<file path="src/rtl/controlador_de_interrupcao_pkg.sv">
// Shared types and constants for the interrupt controller and its neighbours
// (program counter and next-address mux).
package controlador_de_interrupcao_pkg;

   localparam int N_IRQ_DEF   = 4;
   localparam int CAUSE_W_DEF = 2;

   typedef enum logic [1:0] {
      IDLE    = 2'd0,
      ACK     = 2'd1,
      SERVICE = 2'd2,
      RETURN  = 2'd3
   } estado_t;

   // Address the PC loads while inta is high.
   localparam logic [25:0] HANDLER_VEC = 26'd0;

endpackage

</file>
<file path="src/rtl/controlador_de_interrupcao_if.sv">
// Request/acknowledge bundle between the core (master) and the interrupt
// controller (slave).
interface controlador_de_interrupcao_if #(
   parameter int N_IRQ   = 4,
   parameter int CAUSE_W = 2
);

   logic [N_IRQ-1:0]   irq;
   logic               mask_we;
   logic [N_IRQ-1:0]   mask_in;
   logic               int_en_set;
   logic               int_en_clr;
   logic               reti;
   logic               busy;
   logic               inta;
   logic [CAUSE_W-1:0] cause;
   logic               in_service;
   logic               restore_pc;
   logic [N_IRQ-1:0]   pending;
   logic               gie;

   modport master (
      output irq, mask_we, mask_in, int_en_set, int_en_clr, reti, busy,
      input  inta, cause, in_service, restore_pc, pending, gie
   );

   modport slave (
      input  irq, mask_we, mask_in, int_en_set, int_en_clr, reti, busy,
      output inta, cause, in_service, restore_pc, pending, gie
   );

endinterface

</file>
<file path="src/rtl/codificador_de_prioridade.sv">
// Combinational priority encoder: the lowest set index of the eligible vector
// wins; valid_o flags that at least one bit is set.
module codificador_de_prioridade #(
   parameter int N_IRQ   = 4,
   parameter int CAUSE_W = 2
) (
   input  logic [N_IRQ-1:0]   eligible_i,
   output logic               valid_o,
   output logic [CAUSE_W-1:0] index_o
);

   always_comb begin
      valid_o = 1'b0;
      index_o = '0;
      // Scan downwards so the lowest index is the last one written.
      for (int i = N_IRQ - 1; i >= 0; i--) begin
         if (eligible_i[i]) begin
            valid_o = 1'b1;
            index_o = CAUSE_W'(i);
         end
      end
   end

endmodule

</file>
<file path="src/rtl/controlador_de_interrupcao.sv">
// Edge-latched, maskable, non-nesting interrupt controller feeding the PC:
// one-cycle inta on acknowledge and one-cycle restore_pc on return.
module controlador_de_interrupcao
   import controlador_de_interrupcao_pkg::*;
#(
   parameter int N_IRQ   = N_IRQ_DEF,
   parameter int CAUSE_W = CAUSE_W_DEF
) (
   input  logic                          clk,
   input  logic                          reset,
   controlador_de_interrupcao_if.slave   bus
);

   logic [N_IRQ-1:0]   irq_q;
   logic [N_IRQ-1:0]   pending_q, pending_d;
   logic [N_IRQ-1:0]   mask_q, mask_d;
   logic               gie_q, gie_d;
   logic [CAUSE_W-1:0] cause_q, cause_d;
   estado_t            state_q, state_d;
   logic               inta_q, inta_d;
   logic               in_service_q, in_service_d;
   logic               restore_q, restore_d;

   logic [N_IRQ-1:0]   edge_w;
   logic [N_IRQ-1:0]   eligible;
   logic               win_valid;
   logic [CAUSE_W-1:0] win_idx;
   logic               ack_go;

   assign edge_w   = bus.irq & ~irq_q;
   assign eligible = pending_q & mask_q;

   codificador_de_prioridade #(
      .N_IRQ   (N_IRQ),
      .CAUSE_W (CAUSE_W)
   ) u_prio (
      .eligible_i (eligible),
      .valid_o    (win_valid),
      .index_o    (win_idx)
   );

   assign ack_go = (state_q == IDLE) && gie_q && win_valid && !bus.busy;

   always_comb begin
      pending_d    = pending_q;
      mask_d       = bus.mask_we ? bus.mask_in : mask_q;
      gie_d        = gie_q;
      cause_d      = cause_q;
      state_d      = state_q;
      inta_d       = 1'b0;
      in_service_d = in_service_q;
      restore_d    = 1'b0;

      if (bus.int_en_clr)
         gie_d = 1'b0;
      else if (bus.int_en_set)
         gie_d = 1'b1;

      case (state_q)
         IDLE: begin
            if (ack_go) begin
               state_d            = ACK;
               cause_d            = win_idx;
               pending_d[win_idx] = 1'b0;
               gie_d              = 1'b0;
               inta_d             = 1'b1;
               in_service_d       = 1'b1;
            end
         end
         ACK: state_d = SERVICE;
         SERVICE: begin
            if (bus.reti) begin
               state_d   = RETURN;
               restore_d = 1'b1;
            end
         end
         RETURN: begin
            // Return re-enables interrupts even against a same-cycle di.
            state_d      = IDLE;
            in_service_d = 1'b0;
            gie_d        = 1'b1;
         end
         default: state_d = IDLE;
      endcase

      // A fresh edge beats the acknowledge clear on the same line.
      pending_d = pending_d | edge_w;
   end

   always_ff @(posedge clk) begin
      if (reset) begin
         irq_q        <= '0;
         pending_q    <= '0;
         mask_q       <= '0;
         gie_q        <= 1'b0;
         cause_q      <= '0;
         state_q      <= IDLE;
         inta_q       <= 1'b0;
         in_service_q <= 1'b0;
         restore_q    <= 1'b0;
      end else begin
         irq_q        <= bus.irq;
         pending_q    <= pending_d;
         mask_q       <= mask_d;
         gie_q        <= gie_d;
         cause_q      <= cause_d;
         state_q      <= state_d;
         inta_q       <= inta_d;
         in_service_q <= in_service_d;
         restore_q    <= restore_d;
      end
   end

   assign bus.inta       = inta_q;
   assign bus.cause      = cause_q;
   assign bus.in_service = in_service_q;
   assign bus.restore_pc = restore_q;
   assign bus.pending    = pending_q;
   assign bus.gie        = gie_q;

endmodule

</file>
<file path="src/flat_wrapper.sv">
// flat-port wrapper written by rule: the top's interface ports become plain ports
module controlador_de_interrupcao_flat import controlador_de_interrupcao_pkg::*;
#(
   parameter int N_IRQ   = N_IRQ_DEF,
   parameter int CAUSE_W = CAUSE_W_DEF
)
  (clk, reset, bus_irq, bus_mask_we, bus_mask_in, bus_int_en_set, bus_int_en_clr, bus_reti, bus_busy, bus_inta, bus_cause, bus_in_service, bus_restore_pc, bus_pending, bus_gie);
  controlador_de_interrupcao_if #(.N_IRQ(N_IRQ), .CAUSE_W(CAUSE_W)) bus_i ();
  input  logic clk;
  input  logic reset;
  input wire logic [$bits(bus_i.irq)-1:0] bus_irq;
  input wire logic [$bits(bus_i.mask_we)-1:0] bus_mask_we;
  input wire logic [$bits(bus_i.mask_in)-1:0] bus_mask_in;
  input wire logic [$bits(bus_i.int_en_set)-1:0] bus_int_en_set;
  input wire logic [$bits(bus_i.int_en_clr)-1:0] bus_int_en_clr;
  input wire logic [$bits(bus_i.reti)-1:0] bus_reti;
  input wire logic [$bits(bus_i.busy)-1:0] bus_busy;
  output wire logic [$bits(bus_i.inta)-1:0] bus_inta;
  output wire logic [$bits(bus_i.cause)-1:0] bus_cause;
  output wire logic [$bits(bus_i.in_service)-1:0] bus_in_service;
  output wire logic [$bits(bus_i.restore_pc)-1:0] bus_restore_pc;
  output wire logic [$bits(bus_i.pending)-1:0] bus_pending;
  output wire logic [$bits(bus_i.gie)-1:0] bus_gie;
  assign bus_i.irq = bus_irq;
  assign bus_i.mask_we = bus_mask_we;
  assign bus_i.mask_in = bus_mask_in;
  assign bus_i.int_en_set = bus_int_en_set;
  assign bus_i.int_en_clr = bus_int_en_clr;
  assign bus_i.reti = bus_reti;
  assign bus_i.busy = bus_busy;
  assign bus_inta = bus_i.inta;
  assign bus_cause = bus_i.cause;
  assign bus_in_service = bus_i.in_service;
  assign bus_restore_pc = bus_i.restore_pc;
  assign bus_pending = bus_i.pending;
  assign bus_gie = bus_i.gie;
  controlador_de_interrupcao #(.N_IRQ(N_IRQ), .CAUSE_W(CAUSE_W)) u_core (.clk(clk), .reset(reset), .bus(bus_i));
endmodule
</file>
<file path="config.mk">
export PLATFORM = sky130hd
export DESIGN_NAME = controlador_de_interrupcao_flat
export DESIGN_NICKNAME = d
export VERILOG_FILES = /design/src/rtl/controlador_de_interrupcao_pkg.sv /design/src/rtl/controlador_de_interrupcao_if.sv /design/src/rtl/codificador_de_prioridade.sv /design/src/rtl/controlador_de_interrupcao.sv /design/src/flat_wrapper.sv
export SDC_FILE = /design/constraint.sdc
export NUM_CORES = 1
export LEC_CHECK = 0
export CORE_ASPECT_RATIO = 1.1
export CORE_MARGIN = 2
export CORE_UTILIZATION = 47
export CTS_BUF_LIST = sky130_fd_sc_hd__clkbuf_8
export DETAILED_ROUTE_END_ITERATION = 6
export GPL_TIMING_DRIVEN = 0
export HOLD_SLACK_MARGIN = 0.1
export PLACE_DENSITY = 0.91
export SETUP_SLACK_MARGIN = 0.5
export SYNTH_ARGS = -nofsm -noshare
export SYNTH_HDL_FRONTEND = slang
export SYNTH_SLANG_ARGS = --single-unit
</file>
<file path="constraint.sdc">
create_clock -name clk -period 2.2 [get_ports clk]
set_input_delay 0.33 -clock clk [delete_from_list [all_inputs] [get_ports clk]]
set_output_delay 0.33 -clock clk [all_outputs]
set_load 0.01 [all_outputs]
</file>
* Word level (Yosys, flattened, before mapping)
Cells that the tools add are included.
** Cells by class
- Bitwise logic cells :: 8
- $mul :: 0
- Divide/modulo/power cells :: 0
- Mux-type cells :: 23
- Add/subtract/negate cells :: 0
- Magnitude comparators :: 2
- Equality and inequality tests :: 5
- Reductions and logical operators :: 12
- Shift operators :: 0
** Operator list (count)
- $and A4 B4 Y4 :: 3
- $mux W2 :: 6
- $mux W1 :: 11
- $mux W4 :: 2
- $not A4 Y4 :: 2
- $pmux W2 S4 :: 1
- $reduce_and A2 Y1 :: 3
- $eq A2 B2 Y1 const B :: 2
- $logic_and A1 B1 Y1 :: 4
- $or A4 B4 Y4 :: 1
- $pmux W1 S2 :: 2
- $reduce_or A2 Y1 :: 2
- $lt A2 B3 Y1 const B :: 1
- $demux W1 S2 :: 1
- $eq A2 B1 Y1 const B :: 1
- $ge A2 B1 Y1 const B :: 1
- $logic_not A2 Y1 :: 1
- $ne A2 B1 Y1 const B :: 1
- $ne A2 B2 Y1 const B :: 1
- $not A1 Y1 :: 2
- $reduce_bool A2 Y1 :: 1
- $logic_not A1 Y1 :: 1
** Word-level totals
- Latch bits :: 0
- Bits in registers :: 20
- Logic and storage cells :: 59
- Memory bits (writable) :: 0
- ROM bits :: 0
- Memories :: 0

* Longest topological paths before layout
- Depth in word-level cells :: 14
- Depth in mapped cells :: 6

* Cells and area by module
Synthesis repeated with hierarchy kept, for this count alone.
** Second synthesis, totals
- Cell total of the unflattened synthesis :: 91
- Area total of the unflattened synthesis :: 870.8 µm²
** Modules (own cells, without submodules)
- controlador_de_interrupcao :: cells each 84, times used 1, sequential area each 400.4 µm², area an instance 835.8 µm²
- codificador_de_prioridade :: cells each 7, times used 1, sequential area each 0.0 µm², area an instance 35.0 µm²

* Least setup slack after synthesis
OpenSTA, ideal clock, no wires.
- Path type :: flip-flop to flip-flop
- From :: register u_core.state_q[0]
- To :: register u_core.in_service_q (netlist: u_core.bus.in_service)
- Arrival time :: 1379 ps
- Library setup time :: 121 ps
- Slack :: 700 ps
- Cell stages (with the launch flop) :: 7
- Required time :: 2079 ps
- Path buffers :: 0
- Cells stage by stage :: dfxtp_1 inv_1 ha_1 and3b_2 o21ai_4 a21oi_2 mux2_4
** Between the ends
- Longest elaborated chain between the ends :: 6
- Elaborated cells on any way between the ends :: 9
** Ends and longest elaborated chain
- start, declared :: RTL line controlador_de_interrupcao.sv:19 : estado_t state_q, state_d;
- start signal, assigned :: RTL line controlador_de_interrupcao.sv:107 : state_q <= state_d;
- $logic_not A2 Y1 :: RTL line controlador_de_interrupcao.sv:42, controlador_de_interrupcao.sv:59
- $logic_and A1 B1 Y1 (3 in a row) :: RTL line controlador_de_interrupcao.sv:42 : assign ack_go = (state_q == IDLE) && gie_q && win_valid && !bus.busy;
- $ne A2 B1 Y1 (no line)
- $reduce_and A2 Y1 (no line)
- end signal, assigned :: RTL line controlador_de_interrupcao.sv:109 : in_service_q <= in_service_d;
- end, declared :: RTL line controlador_de_interrupcao.sv:21 : logic in_service_q, in_service_d;
Several ways; a longest one is shown, not always the timed one.
A chain may end at the register's enable or synchronous reset.

* Final worst setup path
- From :: register u_core.state_q[1]
- To :: register u_core.in_service_q (netlist: u_core.bus.in_service)
Same word-level chain as after synthesis.

==> impl_metrics.env <==
export IMPL_status="completed"
export IMPL_yosysTopAreaCell="dfxtp_1"
export IMPL_synth_cell_types=27
export IMPL_finClkSkew_ns=0.004440
export IMPL_syn_area_per_cell_um2=9.560
export IMPL_viasPerCell=5.316
export IMPL_slew_headroom_pct=71.13
export IMPL_required_ns=2.35
export IMPL_drt_total_wl_mm=1.805
export IMPL_crit_fanout=8
export IMPL_worstSkewPairLatency_ns=0.26
export IMPL_drc_errors=0
export IMPL_r2r_cells=6
export IMPL_syn_to_final_growth_pct=38.38
export IMPL_drt_pass1_iter_count=4
export IMPL_io_buffer_count=22
export IMPL_ir_worst_vdd_mv=0.5929
export IMPL_dpl_cell_area_mm2=0.001094
export IMPL_synth_flop_cell="dfxtp_1"
export IMPL_maxCapViolCount=0
export IMPL_r2r_end="u_core.bus.in_service"
export IMPL_synthTopCellsByArea="dfxtp_1, ha_1, mux2i_1"
export IMPL_critPathCapture="u_core.bus.in_service"
export IMPL_reg2reg_setup_slack_ns=0.56
export IMPL_ios=25
export IMPL_layout_common_cells="clkdlybuf4s50_1, dfxtp_1, nand2_1, nor2_1, nor2b_1"
export IMPL_grt_pass1_vias=687
export IMPL_arrival_ns=1.79
export IMPL_post_route_period_util_pct=74.36
export IMPL_crit_cells=6
export IMPL_grt_pass1_wl_mm=2.953
export IMPL_drv_slew=0
export IMPL_start_util_pct=48.85
export IMPL_finish_net_count=135
export IMPL_synthArstFlopShare_pct=0
export IMPL_mostFrequentLayoutCell="clkdlybuf4s50_1"
export IMPL_critPathLaunch="u_core.state_q[1]"
export IMPL_yosysTopAreaCellShare_pct=47.06
export IMPL_cp_end_kind="flip-flop"
export IMPL_yosysSeqAreaShare_pct=47.06
export IMPL_grt_antenna_before_repair=0
export IMPL_drt_iter0_markers=36
export IMPL_setup_violations=0
export IMPL_root_buffer="clkbuf_8"
export IMPL_tightestPinTransition_ns=0.4331
export IMPL_netlist_instances=89
export IMPL_htree_levels=1
export IMPL_path_clk_slew_ns=0.08
export IMPL_netlist_area_um2=850.8
export IMPL_finalHoldWorstSlack_ns=0.4257
export IMPL_critPathTopFamily="flip-flops"
export IMPL_cts_made_buffers=3
export IMPL_grt_max_degree=13
export IMPL_path_class="flip-flop to flip-flop"
export IMPL_die_w_um=44.57
export IMPL_dieArea_mm2=0.002167
export IMPL_min_period_ns=1.636
export IMPL_power_density_mw_per_mm2=830.6
export IMPL_crit_path_top_delay_cell="dfxtp_1"
export IMPL_gp_congestion=0.7420
export IMPL_critical_path_max_stage_delay_ns=0.35
export IMPL_final_area_mm2=0.001177
export IMPL_num_antenna_cells=0
export IMPL_grt_total_usage_pct=18.20
export IMPL_dpl_hpwl_mm=1.226
export IMPL_path_buf_inv=1
export IMPL_synth_edf_count=0
export IMPL_cts_setup_buffers=0
export IMPL_path_cells="inv_1 > ha_4 > and3b_2 > o21ai_4 > a21oi_2 > mux2_4"
export IMPL_start_kind="flip-flop"
export IMPL_rsz0062_at_grt="false"
export IMPL_clock_tree_buffer_depth=2
export IMPL_core_area_mm2=0.001742
export IMPL_fp_dieH_um=48.63
export IMPL_reg2reg_from="u_core.state_q[1]"
export IMPL_clock_fmax_ghz=0.6113
export IMPL_hp_class="input pin to flip-flop"
export IMPL_cts_sinks=20
export IMPL_vias=707
export IMPL_hold_viol=0
export IMPL_wl_per_cell_um=13.57
export IMPL_syn_num_nets=108
export IMPL_ant_nets=0
export IMPL_p_leak_nw=0.4666
export IMPL_drive_gt1_share_pct=10.43
export IMPL_cts_tree="done"
export IMPL_power_total_mw=0.9779
export IMPL_tns_ns=0
export IMPL_grt_overflow=0
export IMPL_ys_ff_latch=20
export IMPL_post_route_util_pct=67.60
export IMPL_synth_warnings=0
export IMPL_rows=16
## worst reg2reg max path: stages, from the launching register on
cell and delay [ns]:
dfxtp_1 0.35, inv_1 0.14, ha_4 0.17, and3b_2 0.25, o21ai_4 0.11, a21oi_2 0.19, mux2_4 0.31
## worst min-delay path by stage
stage                   startpoint               endpoint  cells after the start
2_1_floorplan      u_core.irq_q[2]  u_core.bus.pending[2]                      2
3_3_place_gp   u_core.bus.cause[0]    u_core.bus.cause[0]                      2
3_5_place_dp   u_core.bus.cause[0]    u_core.bus.cause[0]                      2
4_1_cts                      reset        u_core.irq_q[3]                      2
5_1_grt                      reset        u_core.irq_q[3]                      2
6_report                     reset        u_core.irq_q[3]                      2
## power by group
| part | switching (mW) | leakage [nW] | internal, mW |
|---|---|---|---|
| registers | 0.0248 | 0.165 | 0.392 |
| logic | 0.0855 | 0.266 | 0.113 |
| clock network | 0.121 | 0.0357 | 0.243 |
| total | 0.231 | 0.467 | 0.747 |
## Yosys cell counts, types with 2 or more instances
master    count
inv_1         5
clkbuf_1      3
nor2_1        8
nand2b_1      2
a21oi_1       6
dfxtp_1      20
a22o_1        2
o21ai_0       2
mux2i_1       5
nor2b_1       7
ha_1          4
nand2_1      10
## layout make-up
type / count / area, um^2
Multi-Input combinational cell: 61 / 432.9
Inverter: 5 / 18.77
Buffer: 3 / 11.26
Sequential cell: 20 / 400.4
Clock inverter: 1 / 30.03
Fill cell: 138 / 564.3
Clock buffer: 3 / 41.29
Timing Repair Buffer: 22 / 220.2
Tap cell: 18 / 22.52
## sequential cells by signal, summed over array words and instances (netlist names)
name / cells
u_core.mask_q: 4
u_core.bus.pending: 4
u_core.bus.in_service: 1
u_core.irq_q: 4
u_core.bus.cause: 2
u_core.bus.inta: 1
u_core.state_q: 2
u_core.bus.restore_pc: 1
u_core.bus.gie: 1
## kinds of logic (layout without fill, tap and decap cells)
group                    Yosys count  in the layout  synth area share, %
multiplexers                       6              6                7.647
buffers and inverters              8             34                3.530
adder cells (fa/ha/maj)            4              4                5.883
AND/OR/NAND/NOR                   32             32                18.68
AO/OA/AOI/OAI                     19             19                17.21
flip-flops                        20             20                47.06
## stage by stage
stage	worst slack [ns]	cells
2_1_floorplan	0.6998	89
3_3_place_gp	0.4674	129
3_5_place_dp	0.4479	129
4_1_cts	0.5212	133
5_1_grt	0.5109	133
6_report	0.5642	133
## per-layer routing
| metal | track usage, % | share of wire (%) | wire, um |
|---|---|---|---|
| met1 | 22.07 | 44 | 802 |
| met4 | 9.596 | 1.9 | 34 |
| met2 | 29.23 | 48 | 863 |
| met5 | 0 | 0 | 0 |
| met3 | 3.731 | 5.9 | 106 |
## timing repair
action	in CTS	in global routing
endpoints found under the setup margin	1	1
hold buffers	0	0
resized for setup	1	2
No activity file was read; power rests on OpenSTA's default activity.
